<file path="src/rtl/mem_arb_pkg.sv">
// Shared types and defaults for the memory read/write port arbiter.
package mem_arb_pkg;

  typedef enum logic {ST_INIT, ST_RUN} arb_state_t;

  localparam int unsigned DEF_AW = 8;
  localparam int unsigned DEF_DW = 16;
  localparam int unsigned ID_W   = 3;

  // One response pipe slot; vld marks a real accept in this stage.
  typedef struct packed {
    logic            vld;
    logic [ID_W-1:0] id;
    logic            wen;
  } rsp_tag_t;

endpackage

</file>
<file path="src/rtl/mem_rw_arbiter_rr_pick.sv">
// Round-robin picker: first set request scanning ptr+1, ptr+2, ... modulo NREQ.
module rr_pick #(
  parameter int unsigned NREQ = 3,
  parameter int unsigned IW   = 2
) (
  input  logic [NREQ-1:0] req_i,
  input  logic [IW-1:0]   ptr_i,
  output logic [NREQ-1:0] gnt_o,
  output logic [IW-1:0]   idx_o,
  output logic            vld_o
);

  logic [IW-1:0] cand;

  always_comb begin
    gnt_o = '0;
    idx_o = '0;
    vld_o = 1'b0;
    cand  = '0;
    for (int unsigned i = 1; i <= NREQ; i++) begin
      cand = IW'((32'(ptr_i) + i) % NREQ);
      if (!vld_o && req_i[cand]) begin
        gnt_o[cand] = 1'b1;
        idx_o       = cand;
        vld_o       = 1'b1;
      end
    end
  end

endmodule

</file>
<file path="src/rtl/mem_rw_arbiter.sv">
// Shares one memory port among NREQ requesters: post-reset wipe hold-off,
// round-robin grant with optional lock, and in-order response routing.
module mem_rw_arbiter
  import mem_arb_pkg::*;
#(
  parameter int unsigned NREQ        = 3,
  parameter int unsigned AW          = DEF_AW,
  parameter int unsigned DW          = DEF_DW,
  parameter int unsigned INIT_CYCLES = 256,
  parameter int unsigned READ_LAT    = 1
) (
  input  logic               clk_i,
  input  logic               rst_ni,
  input  logic [NREQ-1:0]    req_val_i,
  input  logic [NREQ-1:0]    req_wen_i,
  input  logic [NREQ-1:0]    req_lock_i,
  input  logic [NREQ*AW-1:0] req_addr_i,
  input  logic [NREQ*DW-1:0] req_wdata_i,
  output logic [NREQ-1:0]    req_rdy_o,
  output logic [NREQ-1:0]    rsp_val_o,
  output logic [DW-1:0]      rsp_rdata_o,
  output logic               mem_val_o,
  output logic               mem_wen_o,
  output logic [AW-1:0]      mem_addr_o,
  output logic [DW-1:0]      mem_wdata_o,
  input  logic [DW-1:0]      mem_rdata_i,
  output logic               busy_o
);

  localparam int unsigned IW = (NREQ > 1) ? $clog2(NREQ) : 1;
  localparam int unsigned CW = (INIT_CYCLES > 1) ? $clog2(INIT_CYCLES) : 1;

  arb_state_t     state_q;
  logic [CW-1:0]  init_cnt_q;
  logic [IW-1:0]  ptr_q;
  logic           lock_vld_q;
  logic [IW-1:0]  lock_own_q;
  logic           busy_q;
  rsp_tag_t       pipe_q [READ_LAT];

  logic [NREQ-1:0] rr_gnt;
  logic [IW-1:0]   rr_idx;
  logic            rr_vld;
  logic [NREQ-1:0] gnt;
  logic [IW-1:0]   win;
  logic            accept;
  logic            lock_hit;
  rsp_tag_t        tag_out;

  rr_pick #(
    .NREQ (NREQ),
    .IW   (IW)
  ) u_rr_pick (
    .req_i (req_val_i),
    .ptr_i (ptr_q),
    .gnt_o (rr_gnt),
    .idx_o (rr_idx),
    .vld_o (rr_vld)
  );

  assign lock_hit = lock_vld_q && req_val_i[lock_own_q];

  always_comb begin
    gnt = '0;
    win = '0;
    if (state_q == ST_RUN) begin
      if (lock_hit) begin
        gnt[lock_own_q] = 1'b1;
        win             = lock_own_q;
      end else if (rr_vld) begin
        gnt = rr_gnt;
        win = rr_idx;
      end
    end
  end

  assign accept      = |gnt;
  assign req_rdy_o   = gnt;
  assign mem_val_o   = accept;
  assign mem_wen_o   = accept && req_wen_i[win];
  assign mem_addr_o  = accept ? req_addr_i[win*AW +: AW]  : '0;
  assign mem_wdata_o = accept ? req_wdata_i[win*DW +: DW] : '0;
  assign busy_o      = busy_q;

  always_ff @(posedge clk_i or posedge rst_ni) begin
    if (rst_ni) begin
      state_q    <= ST_INIT;
      init_cnt_q <= '0;
      ptr_q      <= IW'(NREQ - 1);
      lock_vld_q <= 1'b0;
      lock_own_q <= '0;
      busy_q     <= 1'b1;
      for (int unsigned i = 0; i < READ_LAT; i++) begin
        pipe_q[i] <= '0;
      end
    end else begin
      case (state_q)
        ST_INIT: begin
          init_cnt_q <= init_cnt_q + 1'b1;
          if (init_cnt_q == CW'(INIT_CYCLES - 1)) begin
            state_q <= ST_RUN;
            busy_q  <= 1'b0;
          end
        end
        ST_RUN: begin
          // Lock is re-decided at every accept; an idle owner loses it.
          if (accept) begin
            ptr_q      <= win;
            lock_vld_q <= req_lock_i[win];
            lock_own_q <= win;
          end else if (lock_vld_q && !req_val_i[lock_own_q]) begin
            lock_vld_q <= 1'b0;
          end
        end
      endcase

      pipe_q[0] <= '{vld: accept, id: ID_W'(win), wen: req_wen_i[win]};
      for (int unsigned i = 1; i < READ_LAT; i++) begin
        pipe_q[i] <= pipe_q[i-1];
      end
    end
  end

  assign tag_out = pipe_q[READ_LAT-1];

  always_comb begin
    rsp_val_o = '0;
    for (int unsigned i = 0; i < NREQ; i++) begin
      rsp_val_o[i] = tag_out.vld && (tag_out.id == ID_W'(i));
    end
  end

  assign rsp_rdata_o = (tag_out.vld && !tag_out.wen) ? mem_rdata_i : '0;

endmodule
</file>
<file path="config.mk">
export PLATFORM = sky130hd
export DESIGN_NAME = mem_rw_arbiter
export DESIGN_NICKNAME = d
export VERILOG_FILES = /design/src/rtl/mem_arb_pkg.sv /design/src/rtl/mem_rw_arbiter_rr_pick.sv /design/src/rtl/mem_rw_arbiter.sv
export SDC_FILE = /design/constraint.sdc
export NUM_CORES = 1
export LEC_CHECK = 0
export BUFFER_PORTS_ARGS = -buffer_cell sky130_fd_sc_hd__buf_4
export CORE_ASPECT_RATIO = 0.5
export CORE_MARGIN = 1
export CORE_UTILIZATION = 37
export CTS_CLUSTER_SIZE = 12
export DETAILED_ROUTE_END_ITERATION = 6
export PLACE_DENSITY = 0.78
export RECOVER_POWER = 100
export SETUP_SLACK_MARGIN = 0.2
export SYNTH_ARGS = -nofsm -noshare
export SYNTH_HDL_FRONTEND = slang
export SYNTH_SLANG_ARGS = --single-unit
</file>
<file path="constraint.sdc">
create_clock -name clk_i -period 3.36 [get_ports clk_i]
set_input_delay 0.672 -clock clk_i [delete_from_list [all_inputs] [get_ports clk_i]]
set_output_delay 0.672 -clock clk_i [all_outputs]
set_load 0.01 [all_outputs]
</file>
==> key figures <==
Yosys
  – Synth warn: 0
  – Syn nets: 341
  – Largest family of logic cells by synthesized area: simple AND/OR/NAND/NOR gates
  – Mapped Cells: roughly 240
  – Yosys cell types: 47
  – Register area share after synthesis: 0.237
  – Adder-cell share of the synthesized area: 0.0379
  – FF+latch count, synth: 18
  – Post-synth ARST share: 1.00
  – Simple-gate portion of the synthesized area: 0.225
  – EDFF count, synth: 0
  – Post-synth top flop: dfrtp_1
  – Synth Area in XOR/XNOR: 0.0320
  – Synth Area in Compound Gates: 0.221
  – Mapped Area: 1910 um2
  – Mux contribution to synthesized area: 0.180
  – Syn Area/Cell: 8.08 um2

Timing
  – Rel. slew slack: 0.510
  – Period utilization: 1.08
  – Worst-margin pin slew: 0.733 ns
  – Final hold viol count: 0
  – Skew final: 0.00376 ns
  – Fmax: 0.275 GHz
  – Fin Setup TNS: -5.91 ns
  – Tmin final: 3.64 ns
  – Endpoints failing setup: 26
  – Slew Limit Fails: 0
  – WHS: 0.458 ns
  – Final WS setup: -0.278 ns
  – RSZ-0062 raised after global routing: true

Detailed routing
  – DRT Pass-1 Iters: 7
  – Starting DRT DRC Count: ~150
  – DRC Markers: 2
  – DRT antenna net count: 0
  – Routed via count: between 2000 and 2500
  – Vias per inst: approximately 5.2
  – Drt wl/cell: approximately 14 um
  – Routed wire length: 6.38 mm

Floorplan
  – Row cnt: 18
  – Full die area: 5480 um2
  – Die Span Y: 52.9 um
  – Num ports: 148
  – Starting Density: 0.386
  – Die X: 104 um
  – Core Region: between 4000 and 5000 um2

Worst setup path
  – CP Max Fanout: 20
  – Flop2flop setup slack: between 0.5 and 0.6 ns
  – Worst EP required: 2.69 ns
  – CP arrival: 2.97 ns
  – CP peak stage delay: between 0.5 and 0.6 ns
  – Reg2reg start: ptr_q[1]$_DFFE_PP1P_
  – CP cell instances: inv_2 > ha_4 > mux2_1 > o22ai_1 > o21ai_0 > a211oi_1 > or4b_4 > o21ai_4 > buf_12 > a211oi_1 > buf_4
  – Crit-path slowest cell: dfstp_2
  – Most used cell, CP: a211oi_1
  – CP Class: register to output pin
  – Worst setup SP type: register
  – Worst r2r path cells: 11
  – Critical Path Sink Type: output pin
  – R2R Path End: lock_vld_q$_DFFE_PP0P_

Min path
  – Hold Crit Depth: 1
  – Worst min path class: register to register
  – Worst Hold Path EP: busy_o$_DFFE_PP1P_
  – Hold Startpoint: busy_o$_DFFE_PP1P_

CTS
  – Total CTS buffers: 3
  – H-Tree Level Count: 1
  – Worst-Skew Late Latency: 0.25 ns
  – Max clock buf depth: 2
  – CTS tree: yes
  – Clk pin slew, worst setup/hold paths: ~0.07 ns
  – Sink Count: 18
  – Clk root buf: clkbuf_8

Power and ir drop
  – Tot Pwr: 0.497 mW
  – PwrDens: about 150 nW/um2
  – Pleak: approximately 1.7 nW
  – Peak VDD IR: between 0.1 and 0.15 mV

Run
  – Number of max-cap violations: 0

Cells and area
  – Design Area, Final: 3240 um2
  – Storage element area: between 400 and 500 um2
  – Non-filler cells, final: 451
  – Antenna cell count: 0
  – Post-layout util: 0.655
  – Nets: 486
  – Synth-to-layout area growth: 69.4%
  – Commonest non-fill, non-tap cell in the layout: buf_4
  – Multi-input gate area in the final layout: about 1400 um2
  – Fillers: 427
  – Commonest non-fill, non-tap cells in the layout: buf_4 (147), nor2_1 (35), mux2i_1 (31), a211oi_1 (18), and2_0 (17)
  – Ratio of cells with drive above 1 in the final layout: 0.470

Run status
  – Status: finished, violations left
  – Failing checks: design-rule violations, negative setup slack

GRT
  – Initial antenna violation count: 0
  – Number of global-route vias before repair: 2020
  – Remaining global-route overflow: 0
  – First-pass GRT wire length: between 9 and 10 mm
  – Largest net degree at the start of global routing: 54
  – Gr usage total: 0.207

Place
  – Hpwl dp: 5.09 mm
  – Cells after DPL: 443
  – Port Buffers: 147
  – Pre-CTS setup slack: 0.00791 ns
  – RePlAce Congestion: 0.963
  – Placed Area: between 3000 and 4000 um2
critical path: cells and delay by family, from the launching register on:
kind                       cells  cell delay [ns]
AOI/OAI and AO/OA              5             1.01
adders and majority gates      1             0.19
buffers and inverters          3             0.43
DFF                            1             0.56
muxes                          1             0.31
and+or+nand+nor                1             0.21
final cells by class:
class / instances / area share
multi-input cells: 189 / 0.434
repair buffers: 159 / 0.373
flip-flops and latches: 18 / 0.140
well taps: 70 / 0.0270
clock buffers: 4 / 0.0139
inverters: 11 / 0.0127
cells by family (layout without fill, tap and decap cells):
group / after synthesis / in the layout
compound gates: 59 / 59
xor+xnor: 7 / 7
fa+ha+maj: 6 / 6
buf+inv: 30 / 174
flops: 18 / 18
mux: 34 / 34
simple gates: 83 / 83
synth_stat cells (2+ instances only):
cell       n  share of area
mux2_2     2          0.012
nand3b_1   3          0.012
mux2i_1   31           0.16
buf_4      2         0.0078
xor2_1     2         0.0092
clkbuf_1   8          0.016
inv_2      3         0.0059
a21oi_1    3         0.0078
and2_1    18          0.059
o21ai_0    8          0.021
dfstp_2    2          0.027
dfrtp_1   16           0.21
nand4_1    3         0.0098
nor2b_1    3         0.0098
a21o_1     2         0.0078
o21ai_1    3         0.0078
buf_2      8          0.021
inv_1      8          0.016
a32oi_1    2         0.0092
ha_1       5          0.033
a211oi_1  28           0.11
nand3_1    3         0.0078
o211ai_1   3          0.012
nor2_1    35          0.069
nand2_1    9          0.018
and4_1     2         0.0092
xnor2_1    5          0.023
power breakdown:
group / internal [mW] / switching, mW
Combinational: 0.0873 / 0.0383
Sequential: 0.217 / 0.000130
Clock: 0.0841 / 0.0702
worst max-delay path by stage:
stage,from,end,slack (ns),cells after the start
after floorplan,ptr_q[1]$_DFFE_PP1P_,mem_wdata_o[10],0.20,11
after global placement,req_val_i[1],mem_addr_o[2],0.04,10
after detailed placement,ptr_q[1]$_DFFE_PP1P_,mem_addr_o[7],0.008,11
after CTS,ptr_q[1]$_DFFE_PP1P_,mem_addr_o[2],-0.26,11
after global routing,ptr_q[1]$_DFFE_PP1P_,mem_addr_o[2],-0.40,11
final,ptr_q[1]$_DFFE_PP1P_,mem_addr_o[2],-0.28,11
metal layers:
metal  up-vias  GRT usage  part of all wire
li1       1144          -                 -
met1      1102      0.262              0.42
met2        75      0.377              0.53
met3        10     0.0246             0.043
met4         0     0.0667             0.011
met5         -          0                 0
state kept, by name (all words and copies together) (netlist names):
| signal | cells |
|---|---|
| lock_vld_q | 1 |
| ptr_q | 2 |
| pipe_q | 4 |
| state_q | 1 |
| lock_own_q | 1 |
| init_cnt_q | 8 |
| busy_o | 1 |
timing repair:
item	4_1_cts	5_1_grt
endpoints found under the hold margin	0	0
endpoints found under the setup margin	26	26
resized for setup	2	1
hold buffers	0	0
setup buffers	4	0
pin swaps	0	0
Power figures use the tool's default switching activity.
